--- config.mk ---
export PLATFORM = sky130hd
export DESIGN_NAME = dmem_port_arbiter
export DESIGN_NICKNAME = d
export VERILOG_FILES = /design/src/rtl/dmem_arb_pkg.sv /design/src/rtl/dmem_arb_wait_cnt.sv /design/src/rtl/dmem_port_arbiter.sv
export SDC_FILE = /design/constraint.sdc
export NUM_CORES = 1
export LEC_CHECK = 0
export ABC_CLOCK_PERIOD_IN_PS = 5000
export CORE_AREA = 8 8 155 157
export CTS_BUF_LIST = sky130_fd_sc_hd__clkbuf_16
export CTS_CLUSTER_DIAMETER = 30
export DETAILED_ROUTE_END_ITERATION = 12
export DIE_AREA = 0 0 163 165
export RECOVER_POWER = 25
export SYNTH_ARGS = -nofsm -noshare
export SYNTH_HDL_FRONTEND = slang
export SYNTH_SLANG_ARGS = --single-unit
--- constraint.sdc ---
create_clock -name clk -period 5 [get_ports clk]
set_input_delay 1 -clock clk [delete_from_list [all_inputs] [get_ports clk]]
set_output_delay 1 -clock clk [all_outputs]
set_load 0.03 [all_outputs]
--- src/rtl/dmem_arb_pkg.sv ---
// Shared definitions for the data-memory port arbiter: default widths,
// the starvation-counter geometry and the two-state host handshake encoding.
package dmem_arb_pkg;

  localparam int ADDR_W_DEF        = 8;
  localparam int DATA_W_DEF        = 64;
  localparam int HOST_MAX_WAIT_DEF = 4;

  // Starvation counter is 4 bits wide and saturates at all-ones.
  localparam int              CNT_W   = 4;
  localparam logic [CNT_W-1:0] CNT_MAX = '1;

  // Host handshake: IDLE may grant the host, ACK returns data/ack for one cycle.
  typedef enum logic {
    IDLE = 1'b0,
    ACK  = 1'b1
  } arb_state_t;

endpackage

--- src/rtl/dmem_arb_wait_cnt.sv ---
// Saturating starvation counter for a pending host request.
// Clear has priority over increment; the count sticks at CNT_MAX.
module dmem_arb_wait_cnt
  import dmem_arb_pkg::*;
(
  input  logic             clk,
  input  logic             rst,
  input  logic             clr,
  input  logic             inc,
  output logic [CNT_W-1:0] cnt
);

  // Count cycles the host loses; reset and clear both return to zero.
  always_ff @(posedge clk) begin
    // NOTE: state registers use non-blocking assignment so every flop samples
    // pre-edge values; blocking here would create order-dependent races.
    if (rst) begin
      cnt <= '0;
    end else if (clr) begin
      cnt <= '0;
    end else if (inc && (cnt != CNT_MAX)) begin
      cnt <= cnt + 1'b1;
    end
  end

endmodule

--- src/rtl/dmem_port_arbiter.sv ---
// Arbitrates the single-port data-memory BRAM between the pipeline M stage
// (priority) and the host register interface. A host request is forced in
// after HOST_MAX_WAIT lost cycles, or at once while host_lock is held; when
// the host takes a cycle the M stage wanted, pl_stall freezes EX/M and earlier.
module dmem_port_arbiter
  import dmem_arb_pkg::*;
#(
  parameter int ADDR_W        = ADDR_W_DEF,
  parameter int DATA_W        = DATA_W_DEF,
  parameter int HOST_MAX_WAIT = HOST_MAX_WAIT_DEF
) (
  input  logic              clk,
  input  logic              rst,
  // pipeline M stage
  input  logic              pl_mem_en,
  input  logic              pl_we,
  input  logic [ADDR_W-1:0] pl_addr,
  input  logic [DATA_W-1:0] pl_wdata,
  output logic              pl_stall,
  output logic [DATA_W-1:0] pl_rdata,
  // host register interface
  input  logic              host_req,
  input  logic              host_we,
  input  logic [ADDR_W-1:0] host_addr,
  input  logic [DATA_W-1:0] host_wdata,
  input  logic              host_lock,
  output logic              host_ack,
  output logic [DATA_W-1:0] host_rdata,
  // BRAM port
  output logic              mem_en,
  output logic              mem_we,
  output logic [ADDR_W-1:0] mem_addr,
  output logic [DATA_W-1:0] mem_wdata,
  input  logic [DATA_W-1:0] mem_rdata
);

  localparam logic [CNT_W-1:0] MAX_WAIT = CNT_W'(HOST_MAX_WAIT);

  arb_state_t        state;
  logic [CNT_W-1:0]  wait_cnt;
  logic [DATA_W-1:0] host_rdata_q;
  logic              host_eligible;
  logic              host_grant;
  logic              pl_grant;

  // Grant decisions: the host only competes from IDLE, so back-to-back host
  // transactions are spaced by the ACK cycle, which the pipeline may use.
  assign host_eligible = host_req && (state == IDLE);
  assign host_grant    = host_eligible &&
                         (!pl_mem_en || host_lock || (wait_cnt >= MAX_WAIT));
  assign pl_grant      = pl_mem_en && !host_grant && !host_lock;

  // Stall is forced low during reset so the pipeline never sees a stale hold.
  assign pl_stall = !rst && pl_mem_en && !pl_grant;

  // Load data goes straight through; writeback samples it the cycle after grant.
  assign pl_rdata = mem_rdata;

  // Host data is live from the BRAM during ACK and held from a register after.
  assign host_rdata = host_ack ? mem_rdata : host_rdata_q;

  // Steer the BRAM port to whichever requester won this cycle.
  always_comb begin
    // NOTE: every output gets a default first so no path leaves it unassigned,
    // which would otherwise infer a latch.
    mem_en    = 1'b0;
    mem_we    = 1'b0;
    mem_addr  = pl_addr;
    mem_wdata = pl_wdata;
    if (!rst) begin
      if (host_grant) begin
        mem_en    = 1'b1;
        mem_we    = host_we;
        mem_addr  = host_addr;
        mem_wdata = host_wdata;
      end else if (pl_grant) begin
        mem_en    = 1'b1;
        mem_we    = pl_we;
      end
    end
  end

  // Starvation counter: cleared when the host wins or withdraws, bumped on loss.
  dmem_arb_wait_cnt u_wait_cnt (
    .clk (clk),
    .rst (rst),
    .clr (host_grant || !host_req),
    .inc (host_eligible && !host_grant),
    .cnt (wait_cnt)
  );

  // Host handshake FSM with registered ack and held read data.
  always_ff @(posedge clk) begin
    if (rst) begin
      state        <= IDLE;
      host_ack     <= 1'b0;
      // NOTE: only the small holding register is reset; the BRAM contents are
      // never reset, so software must not rely on power-up memory values.
      host_rdata_q <= '0;
    end else begin
      case (state)
        IDLE: begin
          host_ack <= host_grant;
          if (host_grant) state <= ACK;
        end
        ACK: begin
          host_ack     <= 1'b0;
          host_rdata_q <= mem_rdata;
          state        <= IDLE;
        end
        default: begin
          host_ack <= 1'b0;
          state    <= IDLE;
        end
      endcase
    end
  end

endmodule

# After elaboration in Yosys (flattened, before gate mapping)
# Index checks and enable logic that the tools add are counted.
op_classes:
  add_sub_neg: 1
  n_lt_le_gt_ge: 1
  eq_ne: 1
  n_mux: 14
  bitwise_logic: 1
  n_reduce_logical: 18
ops:
  columns: ["cell", "count"]
  rows:
  - ["2-to-1 mux 64 bit", 3]
  - ["2-to-1 mux 8 bit", 2]
  - ["logical AND 1 bit", 8]
  - ["2-to-1 mux 1 bit", 7]
  - ["logical NOT 1 bit", 6]
  - ["adder 4 x 1 -> 4 bit (second input constant)", 1]
  - ["greater-or-equal comparator 4 x 3 -> 1 bit (second input constant)", 1]
  - ["!= test 4 bit (second input constant)", 1]
  - ["one-hot mux 1 bit (2 select lines)", 2]
  - ["logical OR 1 bit", 3]
  - ["OR reduction 2 bit", 1]
  - ["inverter 1 bit", 1]
totals:
  register_bits: 70
  out_inout_bits: 204
  elab_cells: 40

# Depth between registers and ports, before layout
# Gate-level depths: netlist (run 1).
depth:
  word_depth: 10
  depth_mapped: 6
  ltp_nobuf: 3

# By module
# From an unflattened synthesis (run 1), not the netlist that was laid out.
unflattened:
  hier_cells: 390
  area_unflattened_um2: 4483.0
by_module_without_submodules:
  columns: ["mod", "instances", "cells_each", "area_per_inst_um2", "seq_area_each_um2"]
  rows:
  - ["dmem_port_arbiter", 1, 368, 4294.1, 1301.2]
  - ["dmem_arb_wait_cnt", 1, 22, 188.9, 80.1]

# Least setup slack after synthesis (run 1)
# No wires, ideal clock.
synth_path:
  path_type: "in2out"
  from: "input port pl_mem_en"
  to: "output port mem_addr[5]"
  t_arrival_ps: 2135
  required_time_ps: 4000
  path_slack_ps: 1865
  stages: 5
  path_cell_list: "nor4b_1 or3_1 buf_6 buf_6 mux2_4"
synth_between:
  elab_chain_cells: 6
synth_rtl:
  columns: ["element", "line_no", "source"]
  rows:
  - ["start, declared", "dmem_port_arbiter.sv:15", "input logic pl_mem_en,"]
  - ["logical NOT 1 bit", "dmem_port_arbiter.sv:50", "(!pl_mem_en || host_lock || (wait_cnt >= MAX_WAIT));"]
  - ["logical OR 1 bit (2 in a row)", "dmem_port_arbiter.sv:50", null]
  - ["logical AND 1 bit", "dmem_port_arbiter.sv:49", "assign host_grant = host_eligible &&"]
  - ["2-to-1 mux 8 bit", "dmem_port_arbiter.sv:71", "if (host_grant) begin"]
  - ["2-to-1 mux 8 bit", "dmem_port_arbiter.sv:70", "if (!rst) begin"]
  - ["end, declared", "dmem_port_arbiter.sv:32", "output logic [ADDR_W-1:0] mem_addr,"]
# Every way passes these cells.

# Worst setup path after layout (run 1)
layout_path:
  from: "input port pl_mem_en"
  to: "output port mem_addr[4]"
# Same word-level chain as after synthesis.

==> impl_metrics.json, run 1 <==
{
  "max_stage_delay_ns": 0.60,
  "grt_pass1_vias": 4318,
  "wirelength_um": 22200,
  "ys_warn_count": 0,
  "cts_buffer_depth": 2,
  "required_ns": 4.00,
  "synth_top_family_by_area": "multiplexers",
  "gr-usage-all-layers": 0.155,
  "synth_compound_area_frac": 0.0106,
  "ir_drop_mv": 0.126,
  "cts.sinks": 69,
  "cts-root-buf": "clkbuf_16",
  "drv_slew": 0,
  "timing.rr.start": "host_ack",
  "cp_data_arrival_time_ns": 3.53,
  "power.share.combinational": 0.409,
  "setup_viol": 0,
  "crit_start": "pl_mem_en",
  "outcome": "finished, final reports clean",
  "via_count": 4094,
  "p_int_mw": 1.41,
  "p_per_area_nw_per_um2": 240,
  "synth_xor_area_frac": 0,
  "synth-seq-cells": 69,
  "r2r_cells": 3,
  "pwr-share-seq": 0.281,
  "finalCritPeriodShare": 0.907,
  "drive_above_1_share": 0.198,
  "tns_ns": 0,
  "die_width_um": 163,
  "syn_area_um2": 4370,
  "nets": 947,
  "hold_violations": 0,
  "crit_buf_inv": 3,
  "antenna_found_initial": 10,
  "min_period_ns": 4.53,
  "overflow": 0,
  "swShare": 0.320,
  "synthCells": 384,
  "maxCapViolCount": 0,
  "seq_area_frac_synth": 0.316,
  "start_util": 0.203,
  "p_sw_uw": 664,
  "numCtsBuffers": 9,
  "cp.depth": 6,
  "vias_per_cell": 4.01,
  "tightest_slew_ns": 1.22,
  "critical_path_class": "in2out",
  "netlist.area_leader.share": 0.316,
  "fp-row-count": 54,
  "layout_commonest_cell": "clkdlybuf4s50_1",
  "leakagePower_nw": 3.53,
  "slew_headroom": 0.187,
  "grt_max_degree": 69,
  "fin_ws_ns": 0.466,
  "r2r_end": "host_rdata_q[17]",
  "cts_tree": "yes",
  "rsz0062_at_grt": "no",
  "clk_latency_ns": 0.34,
  "die_h_um": 165,
  "yosys.area.top_type": "dfxtp_1",
  "endpoint": "mem_addr[4]",
  "io-pin-count": 419,
  "crit_chain": "dlygate4sd3_1 -> nor4b_1 -> or3_4 -> buf_12 -> mux2_2 -> clkdlybuf4s50_1",
  "synthAdderAreaFrac": 0.00287,
  "fin_hold_ws_ns": 0.470,
  "r2r_slack_ns": 2.42,
  "synth_cell_type_count": 20,
  "die_area_um2": 26900,
  "grt_pass1_wl_um": 30000,
  "firstDrtPassIters": 4,
  "cts-hold-fix-buffers": 0,
  "critPathSlowestCell": "dlygate4sd3_1",
  "areaGrowthSynthToFinish_pct": 97.8,
  "postSynthNetCount": 600,
  "cts_resized": 0,
  "fp.coreArea_um2": 21500,
  "port-buffer-count": 418,
  "yosys.area_share.simple": 0.112,
  "crit_fanout": 34,
  "cp-start-kind": "primary input",
  "synth_mux_area_frac": 0.410,
  "drtAntennaViolNets": 0,
  "finalWeightedCongestion": 0.805,
  "hp-class": "reg2reg",
  "max_freq_mhz": 221,
  "clkPwrFrac": 0.310,
  "dp_hpwl_um": 19100,
  "drtIter0Drc": 105,
  "htree_levels": 3,
  "place_ws_ns": 0.522,
  "syn_area_per_cell_um2": 11.4,
  "drc": 0,
  "critical_path.top_delay_family": "buffers and inverters",
  "critPathCaptureType": "output port",
  "cts_setup_buffers": 0,
  "fin_skew_ns": 0.0148,
  "clkSlewWorstSetupHoldPaths_ns": 0.05,
  "layout_common_cells": "clkdlybuf4s50_1 (416), mux2_4 (69), dfxtp_1 (69)",
  "synth_area_leaders": "dfxtp_1 (32%), mux2_4 (24%), mux2_2 (17%)",
  "wire_per_inst_um": 21.7
}
[registers in the layout, indices dropped and copies added, names as in the netlist]
register / count
u_wait_cnt.cnt: 4
host_rdata_q: 64
host_ack: 1
[routing by layer]
layer	track usage	up-vias	routed length [µm]
met5	0	-	75
met4	0.0434	12	350
met3	0.0718	27	2430
met2	0.277	221	11200
met1	0.162	1890	8160
li1	-	1944	-
[tightest hold or removal path: cells and delay by family, from the launching register on]
kind               cells  cell delay, ns
DFF                    1            0.31
and+or+nand+nor        1            0.06
AOI/OAI and AO/OA      1            0.05
[cell usage after synthesis]
cell and instances:
nor2b_1 65, nor2_1 3, mux2_2 67, buf_6 9, nor4b_1 1, mux2_4 69, or3_1 2, nand2_1 3
a211oi_1 1, a21oi_1 6, dfxtp_1 69, clkbuf_1 14, nand2b_1 2, or4b_1 1, buf_4 64, nand3_1 2
nor3b_1 1, ha_1 1, inv_1 3, o2111ai_1 1
[cell families after synthesis]
family / Yosys count
muxes: 136
buffers and inverters: 90
and+or+nand+nor: 80
DFF: 69
AOI/OAI and AO/OA: 8
adders and majority gates: 1
[how the worst min path moves through the flow]
| stage | depth (start not counted) | to | from | slack (ns) |
|---|---|---|---|---|
| floorplan | 2 | u_wait_cnt.cnt[3] | u_wait_cnt.cnt[3] | 0.44 |
| global placement | 2 | u_wait_cnt.cnt[1] | u_wait_cnt.cnt[1] | 0.46 |
| detailed placement | 2 | u_wait_cnt.cnt[1] | u_wait_cnt.cnt[1] | 0.46 |
| CTS | 2 | u_wait_cnt.cnt[1] | u_wait_cnt.cnt[1] | 0.47 |
| global route | 2 | u_wait_cnt.cnt[3] | u_wait_cnt.cnt[3] | 0.50 |
| finish | 2 | u_wait_cnt.cnt[1] | u_wait_cnt.cnt[1] | 0.47 |
[per-stage QoR]
| stage | instances | util | total power [mW] | instance area (µm²) |
|---|---|---|---|---|
| finish | 1020 | 0.402 | 2.07 | 8640 |
| global route | 1018 | 0.402 | 2.17 | 8630 |
| CTS | 1016 | 0.402 | 2.11 | 8630 |
| detailed placement | 1000 | 0.388 | 1.45 | 8330 |
| global placement | 1000 | 0.388 | 1.45 | 8330 |
| floorplan | 384 | - | 1.05 | 4370 |
[power by group through the flow]
| stage | Clock, mW | Combinational (mW) | Sequential [mW] |
|---|---|---|---|
| after floorplan | 0 | 0.466 | 0.589 |
| after global placement | 0 | 0.858 | 0.594 |
| after detailed placement | 0 | 0.859 | 0.595 |
| after CTS | 0.669 | 0.863 | 0.582 |
| after global routing | 0.693 | 0.888 | 0.585 |
| final | 0.643 | 0.849 | 0.582 |
[layout make-up]
class / count / area, µm²
diodes: 4 / 10.0
well taps: 280 / 350
inverters: 3 / 11.3
repair buffers: 423 / 4240
flip-flops and latches: 69 / 1380
multi-input cells: 225 / 2340
clock inverters: 7 / 72.6
clock buffers: 9 / 225
fillers: 2162 / 12800
Power figures use the tool's default switching activity.
==> inputs of run 2 (changes only) <==
RECOVER_POWER = 50   (was 25)
==> run 2 against run 1 <==
Global-route usage unchanged. Critical path depth stayed put. Sequential power barely moved. Non-clock buffer count unchanged. Clock skew about the same. Largest cell class unchanged.
==> impl_metrics.json, run 2 (synthesized netlist as in run 1, its figures left out) <==
{
  "outcome": "finished, final reports clean",
  "hold_violations": 0,
  "max_freq_mhz": 221,
  "start_util": 0.203,
  "antenna_found_initial": 10,
  "r2r_slack_ns": 2.43,
  "clkSlewWorstSetupHoldPaths_ns": 0.05,
  "top_register": "host_rdata_q",
  "fp.coreArea_um2": 21500,
  "p_per_area_nw_per_um2": 239,
  "tns_ns": 0,
  "setup_viol": 0,
  "grt_pass1_vias": 4318,
  "nets": 947,
  "port-buffer-count": 418,
  "overflow": 0,
  "finalCritPeriodShare": 0.907,
  "fin_skew_ns": 0.0148,
  "firstDrtPassIters": 4,
  "layout_commonest_cell": "clkdlybuf4s50_1",
  "cp-start-kind": "primary input",
  "maxCapViolCount": 0,
  "dp_hpwl_um": 19100,
  "die_h_um": 165,
  "via_count": 4079,
  "critical_path_class": "in2out",
  "grt_pass1_wl_um": 30000,
  "finalWeightedCongestion": 0.805,
  "fin_util": 0.402,
  "cts-root-buf": "clkbuf_16",
  "cts-hold-fix-buffers": 0,
  "largest_reg_flops": 64,
  "io-pin-count": 419,
  "vias_per_cell": 4.00,
  "fin_cells": 1019,
  "slew_headroom": 0.191,
  "die_area_um2": 26900,
  "reg_top3": "host_rdata_q: 64 flops, u_wait_cnt.cnt: 4 flops, host_ack: 1 flops",
  "wirelength_um": 22100,
  "cts_resized": 0,
  "cts.sinks": 69,
  "numCtsBuffers": 9,
  "dp.cells": 1000,
  "cts_buffer_depth": 2,
  "gr-usage-all-layers": 0.155,
  "cts_setup_buffers": 0,
  "grt_max_degree": 69,
  "cts_tree": "yes",
  "required_ns": 4.00,
  "wire_per_inst_um": 21.7,
  "drive_above_1_share": 0.198,
  "layout_common_cells": "clkdlybuf4s50_1 (349), mux2_4 (69), dfxtp_1 (69)",
  "cp_data_arrival_time_ns": 3.53,
  "drtIter0Drc": 113,
  "critPathCaptureType": "output port",
  "crit_fanout": 34,
  "tightest_slew_ns": 1.21,
  "clk_latency_ns": 0.34,
  "hp-class": "reg2reg",
  "rsz0062_at_grt": "no",
  "leakagePower_nw": 3.55,
  "die_width_um": 163,
  "drtAntennaViolNets": 0,
  "fp-row-count": 54,
  "areaGrowthSynthToFinish_pct": 97.7,
  "drv_slew": 0,
  "min_period_ns": 4.53,
  "htree_levels": 3,
  "drc": 0,
  "ir_drop_mv": 0.126
}
==> run 2: changes by cell type in the layout (fill, tap and decap cells not counted) <==
| cell | before | now |
|---|---|---|
| clkdlybuf4s50_1 | 416 | 349 |
| diode_2 | 4 | 3 |
| dlygate4sd3_1 | 1 | 68 |
==> run 2: area by class of cell <==
type	count	area [µm²]
Timing Repair Buffer	423	4240
Clock buffer	9	225
Fill cell	2162	12900
Inverter	3	11.3
Tap cell	280	350
Antenna cell	3	7.51
Sequential cell	69	1380
Multi-Input combinational cell	225	2340
Clock inverter	7	72.6
==> run 2: per-layer routing <==
metal | track usage | vias up | wire length, µm
met3 | 0.0718 | 27 | 2420
met2 | 0.277 | 216 | 11100
li1 | - | 1938 | -
met1 | 0.162 | 1886 | 8160
met5 | 0 | - | 75
met4 | 0.0434 | 12 | 350
==> run 2: power by group <==
group / leakage, nW / switching, mW / internal (mW) / total (mW)
Clock: 0.142 / 0.256 / 0.388 / 0.643
Sequential: 0.562 / 0.00919 / 0.573 / 0.582
Combinational: 2.85 / 0.398 / 0.439 / 0.837
Total: 3.55 / 0.663 / 1.40 / 2.06
==> run 2: critical path, stage by stage <==
cell and delay [ns]:
dlygate4sd3_1 0.60, nor4b_1 0.33, or3_4 0.34, buf_12 0.27
mux2_2 0.37, clkdlybuf4s50_1 0.59
==> run 2: path summary, 6_finish.rpt <==
check,from,end,cells past startpoint
max,pl_mem_en,mem_addr[4],6
min,u_wait_cnt.cnt[1],u_wait_cnt.cnt[1],2
max reg2reg,host_ack,host_rdata_q[17],3
min reg2reg,u_wait_cnt.cnt[1],u_wait_cnt.cnt[1],2
==> run 2: through the flow <==
step / hold WS, ns / setup slack (ns) / area [µm²] / power (mW)
floorplan: 0.442 / 1.87 / 4370 / 1.05
global placement: 0.462 / 0.530 / 8330 / 1.45
detailed placement: 0.463 / 0.522 / 8330 / 1.45
CTS: 0.470 / 0.512 / 8630 / 2.11
global route: 0.496 / 0.344 / 8630 / 2.15
finish: 0.470 / 0.466 / 8630 / 2.06
